**config.mk**
```make
export PLATFORM = sky130hd
export DESIGN_NAME = debounce_filter
export DESIGN_NICKNAME = d
export VERILOG_FILES = /design/src/rtl/debounce_filter.sv
export SDC_FILE = /design/constraint.sdc
export NUM_CORES = 1
export LEC_CHECK = 0
export ABC_AREA = 1
export BUFFER_PORTS_ARGS = -buffer_cell sky130_fd_sc_hd__buf_2
export CELL_PAD_IN_SITES_DETAIL_PLACEMENT = 0
export CELL_PAD_IN_SITES_GLOBAL_PLACEMENT = 2
export CORE_AREA = 2 2 39 41
export DETAILED_ROUTE_END_ITERATION = 8
export DIE_AREA = 0 0 41 43
export GPL_TIMING_DRIVEN = 0
export PLACE_DENSITY_LB_ADDON = 0.1
export SLEW_MARGIN = 40
export SYNTH_ARGS = -nofsm -noshare
export SYNTH_HDL_FRONTEND = slang
export SYNTH_SLANG_ARGS = --single-unit
```
**constraint.sdc**
```tcl
create_clock -name clk -period 1.2 [get_ports clk]
set_input_delay 0.24 -clock clk [delete_from_list [all_inputs] [get_ports clk]]
set_output_delay 0.24 -clock clk [all_outputs]
set_load 0.01 [all_outputs]
```
**src/rtl/debounce_filter.sv**
```systemverilog
// ----------------------------------------------------------------------------
// debounce_filter
//
// Synchronizes a raw, possibly bouncing input level and only passes a level
// change to dout after it has been seen on DEBOUNCE_CYCLES consecutive
// synchronized samples. Shorter pulses are rejected.
//
// Parameters:
//   SYNC_STAGES     - synchronizer flops on din (>= 2)
//   DEBOUNCE_CYCLES - consecutive stable samples required to accept a change (>= 1)
//
// Ports:
//   clk      in   sole clock, rising edge
//   reset    in   asynchronous, active-high reset
//   din      in   raw level, asynchronous to clk
//   dout     out  debounced, registered level
//   settling out  high while a candidate level change is being qualified
// ----------------------------------------------------------------------------
module debounce_filter #(
   parameter int unsigned SYNC_STAGES     = 2,
   parameter int unsigned DEBOUNCE_CYCLES = 4
) (
   input  logic clk,
   input  logic reset,
   input  logic din,
   output logic dout,
   output logic settling
);

   localparam int unsigned CntW = $clog2(DEBOUNCE_CYCLES + 1);
   localparam logic [CntW-1:0] CntLast = CntW'(DEBOUNCE_CYCLES - 1);

   typedef enum logic [1:0] {
      StStableLo,
      StWaitHi,
      StStableHi,
      StWaitLo
   } state_e;

   logic [SYNC_STAGES-1:0] sync_q;
   logic                   s;
   state_e                 state_q, state_d;
   logic [CntW-1:0]        cnt_q, cnt_d;
   logic                   dout_q, settling_q;

   // Synchronizer chain; only the last stage is used downstream.
   always_ff @(posedge clk or posedge reset) begin
      if (reset) begin
         sync_q <= '0;
      end else begin
         sync_q <= {sync_q[SYNC_STAGES-2:0], din};
      end
   end

   assign s = sync_q[SYNC_STAGES-1];

   always_comb begin
      state_d = state_q;
      cnt_d   = cnt_q;
      unique case (state_q)
         StStableLo: begin
            cnt_d = '0;
            if (s) begin
               // A single required sample qualifies on the very first edge.
               if (DEBOUNCE_CYCLES == 1) begin
                  state_d = StStableHi;
               end else begin
                  state_d = StWaitHi;
                  cnt_d   = CntW'(1);
               end
            end
         end
         StWaitHi: begin
            if (!s) begin
               state_d = StStableLo;
               cnt_d   = '0;
            end else if (cnt_q == CntLast) begin
               state_d = StStableHi;
               cnt_d   = '0;
            end else begin
               cnt_d = cnt_q + CntW'(1);
            end
         end
         StStableHi: begin
            cnt_d = '0;
            if (!s) begin
               if (DEBOUNCE_CYCLES == 1) begin
                  state_d = StStableLo;
               end else begin
                  state_d = StWaitLo;
                  cnt_d   = CntW'(1);
               end
            end
         end
         StWaitLo: begin
            if (s) begin
               state_d = StStableHi;
               cnt_d   = '0;
            end else if (cnt_q == CntLast) begin
               state_d = StStableLo;
               cnt_d   = '0;
            end else begin
               cnt_d = cnt_q + CntW'(1);
            end
         end
         default: begin
            state_d = StStableLo;
            cnt_d   = '0;
         end
      endcase
   end

   // Outputs are decoded from the next state so they line up with it in flops.
   always_ff @(posedge clk or posedge reset) begin
      if (reset) begin
         state_q    <= StStableLo;
         cnt_q      <= '0;
         dout_q     <= 1'b0;
         settling_q <= 1'b0;
      end else begin
         state_q    <= state_d;
         cnt_q      <= cnt_d;
         dout_q     <= (state_d == StStableHi) || (state_d == StWaitLo);
         settling_q <= (state_d == StWaitHi) || (state_d == StWaitLo);
      end
   end

   assign dout     = dout_q;
   assign settling = settling_q;

endmodule

```
Yosys cells after proc, flatten, opt, wreduce, memory -nomap -nowiden
Index checks and enable logic that the tools add are counted.

operators by class
  equal/unequal tests = 7
  reductions and logical operators = 3
  mux-type cells = 13
  add/subtract/negate cells = 1

operators by type and width
  kind                                                  count
  two-way mux 2 bit                                     6
  one-hot mux 3 bit (4 select lines)                    1
  two-way mux 3 bit                                     3
  equality test 2 bit (second input constant)           4
  one-hot mux 2 bit (4 select lines)                    1
  equality test 2 x 1 -> 1 bit (second input constant)  2
  adder 3 x 1 -> 3 bit (second input constant)          1
  equality test 3 x 2 -> 1 bit (second input constant)  1
  logical NOT 2 bit                                     1
  logical OR 1 bit                                      2
  two-way mux 1 bit                                     2

storage, ports and cells
  input bits = 3
  word-level logic and storage cells = 29
  output and inout bits = 2
  bits in registers = 9

Logic depth before layout (Yosys ltp)
  depth in word-level cells = 6
  mapped depth = 5
  mapped depth without buffers = 5

Worst setup path after synthesis
No wires, ideal clock.

  path kind = flip-flop to flip-flop
  start = register cnt_q[0]
  end = register cnt_q[2]
  stages on the path, launching flop included = 4
  library setup time = 0.071 ns
  period minus slack after synthesis = 0.916 ns
  data arrival time = 0.845 ns
  path buffers = 0
  setup slack = 0.284 ns
  required time = 1.129 ns
  cells stage by stage = dfrtp_1 > ha_1 > or2_0 > nor2_1

on the way
  word-level cells in the longest chain between the ends = 4
  elaborated cells on any way between the ends = 6
  those cells by class = add/sub: 1; eq/ne: 1; mux: 4

ends and longest elaborated chain
  element                                                               RTL line  RTL
  start: declaration                                                    43        logic [CntW-1:0] cnt_q, cnt_d;
  start signal: assignment                                              122       cnt_q <= cnt_d;
  adder 3 x 1 -> 3 bit or equality test 3 x 2 -> 1 bit (tied branches)  -
  two-way mux 3 bit (*)                                                 77, 99
  two-way mux 3 bit (on tied branches)                                  96, 74
  one-hot mux 3 bit (4 select lines) (*)                                60        unique case (state_q)
  via cnt_d[2]                                                          43

Mark *: on every way through the listed nets, which the timed path passes. The rest lies on a longest branch.

Worst setup path in the final report
  start = register dout_q (netlist: dout)
  end = output port dout

RTL lines
  element                   RTL line  RTL
  start: declaration        44        logic dout_q, settling_q;
  start signal: assignment  123       dout_q <= (state_d == StStableHi) || (state_d == StWaitLo);
  end: declaration          26        output logic dout,

No word-level cell between the ends.

==> metrics.yaml <==
floorplan:
  initial_core_util_pct: 21.8
  die_y_um: 43
  io_pins: 5
  core_um2: 1380
  die_width_um: 41
  die-area_um2: 1760
  row_count: 14
global_routing:
  grt_max_degree: 9
  antenna_found_initial: 0
  grtUsageMet2_pct: 11.9
  grt-busiest-layer: "met2"
  grt_usage_pct: 8.92
  grt_use_met3_pct: 4.71
  grt_pass1_wl_um: 931
  met1_usage_pct: 8.61
  grt_pass1_vias: 233
  grt_overflow: 0
critical_path:
  startpoint: "dout"
  worstSetupPathType: "flop to primary output"
  critPathMaxFanout: 4
  r2r_cells: 4
  arrival_ns: 0.79
  crit_chain: "buf_2"
  worst_path_max_delay_cell: "dfrtp_1"
  crit_path_start_kind: "flop"
  endpoint_kind: "primary output"
  worst_r2r_startpoint: "cnt_q[0]"
  crit_buf_inv: 1
  critPathMaxStageDelay_ns: 0.40
  crit_required_ns: 0.96
  rrSetupSlack_ns: 0.22
  r2r-end: "cnt_q[0]"
  critPathTopFamily: "flip-flops"
yosys:
  yosys.area.top_type: "dfrtp_1"
  async_flop_share_pct: 100
  synth-seq-cells: 8
  synth_flop_cell: "dfrtp_1"
  yosysWarningCount: 0
  synth_nets: 34
  yosys-top-cells-count: "dfrtp_1 (8), inv_1 (8), nand2_1 (5), nor2_1 (3), nand2_2 (2)"
  yosysUniqueCellTypes: 9
  synth_edf_count: 0
  synth_cells: 30
  yosysTopAreaCellShare_pct: 66.4
  ys_seq_area_share_pct: 66.4
  syn_area_um2: 302
  yosys-top-cells-area: "dfrtp_1 (66%), inv_1 (10%), nand2_1 (6.2%)"
  synth.avg_cell_area_um2: 10.1
min_path:
  hp-start: "din"
  hold_path_class: "input pin to flop"
  hold_end: "sync_q[0]"
  holdPathStages: 1
detailed_routing:
  viasPerCell: 3.59
  ant_nets: 0
  routedWlPerCell_um: 9.00
  drtPass1Iterations: 2
  drc: 0
  routed_wl_um: 486
  vias: 194
  first_iter_violations: 2
sta:
  finalHoldViolations: 0
  rsz0062_at_grt: "false"
  max_clock_freq_mhz: 974
  slew_violations: 0
  setup_viol: 0
  post-route-period-util_pct: 85.6
  slew_headroom_pct: 79.7
  post-route-min-period_ns: 1.03
  tns_ns: 0
  final.setup.worst_slack_ns: 0.173
  fin_skew_ns: 0.000930
  tightest_slew_ns: 0.305
placement:
  routabilityCongestion: 0.662
  dp_cells: 50
  port_buffers: 4
  dp_slack_ns: 0.209
clock_network:
  post_cts_buffers: 0
  cts_buffers: 3
  clockBufferDepth: 2
  cts-root-buf: "clkbuf_4"
  clock_latency_ns: 0.25
  htreeDepth: 1
  ctsResizeCount: 0
  path_clk_slew_ns: 0.05
  cts_tree: "built"
  clock_sinks: 8
run_status:
  status: "complete, no violations"
layout:
  layout-drive-gt1-share_pct: 23.7
  area_growth_pct: 24.1
  nets: 44
  final_util_pct: 27.0
  instances_no_fill: 54
  n_antenna_cell: 0
power_and_ir_drop:
  leakagePower_nw: 0.208
  total_power_uw: 752
  p_per_area_nw_per_um2: 2010
  vdd_drop_max_mv: 0.726
run:
  max_cap_violations: 0
==> worst reg2reg max path: cells and delay by family, from the launching register on <==
kind | cells | cell delay (ns)
simple gates | 3 | 0.33
fa+ha+maj | 1 | 0.21
flops | 1 | 0.38
==> cell type report <==
cell class	instances	area, um2
well taps	16	20.0
multi-input cells	14	71.3
fillers	153	1010
flip-flops and latches	8	200
inverters	8	30.0
repair buffers	5	30.0
clock buffers	3	22.5
==> cell usage in the layout (no fill, tap or decap) <==
cell,synthesis,layout
clkbuf_4,0,3
dlygate4sd3_1,0,1
o21ai_1,1,1
nand3_1,1,1
or2_0,1,1
nor2_1,3,3
inv_1,8,8
nand2_1,5,5
nand2_2,2,2
ha_1,1,1
buf_2,0,4
dfrtp_1,8,8
==> metrics by stage <==
step	hold WS (ns)	cell area (um2)
after floorplan	0.0557	302
after global placement	0.192	342
after detailed placement	0.202	342
after CTS	0.0913	374
after global routing	0.0837	374
final	0.0982	374
==> flip-flops by register name, indices dropped and copies added (netlist names) <==
signal    flops
cnt_q         3
sync_q        2
state_q       1
dout          1
settling      1
==> report_power, final <==
part	leakage [nW]	internal (mW)	total (mW)	switching (mW)
Combinational	0.0940	0.0707	0.179	0.109
Sequential	0.100	0.338	0.374	0.0363
Clock	0.0138	0.114	0.198	0.0844
Total	0.208	0.523	0.752	0.229
==> cells by family (layout without fill, tap and decap cells) <==
| group | count (synthesis) | after routing | share of synthesized area (%) |
|---|---|---|---|
| AND/OR/NAND/NOR | 12 | 12 | 17.8 |
| AO/OA/AOI/OAI | 1 | 1 | 1.66 |
| buffers and inverters | 8 | 16 | 9.96 |
| flip-flops | 8 | 8 | 66.4 |
| adder cells (fa/ha/maj) | 1 | 1 | 4.15 |
==> repair_timing <==
item,in CTS,in global routing
endpoints found under the hold margin,8,0
endpoints found under the setup margin,0,0
hold buffers,1,0
==> worst max path at each step <==
stage / end / slack [ns] / cells after the start
after CTS: dout / 0.16 / 1
after global routing: cnt_q[0] / 0.12 / 4
after detailed placement: cnt_q[0] / 0.21 / 4
after floorplan: cnt_q[2] / 0.28 / 3
final: dout / 0.17 / 1
after global placement: cnt_q[0] / 0.23 / 4
==> routing by layer <==
metal  wire length [um]  share of wire [%]
met5                  0                  0
met4                 10                2.1
met2                238                 49
met1                215                 44
met3                 21                4.3
(Power assumes the default switching activity.)
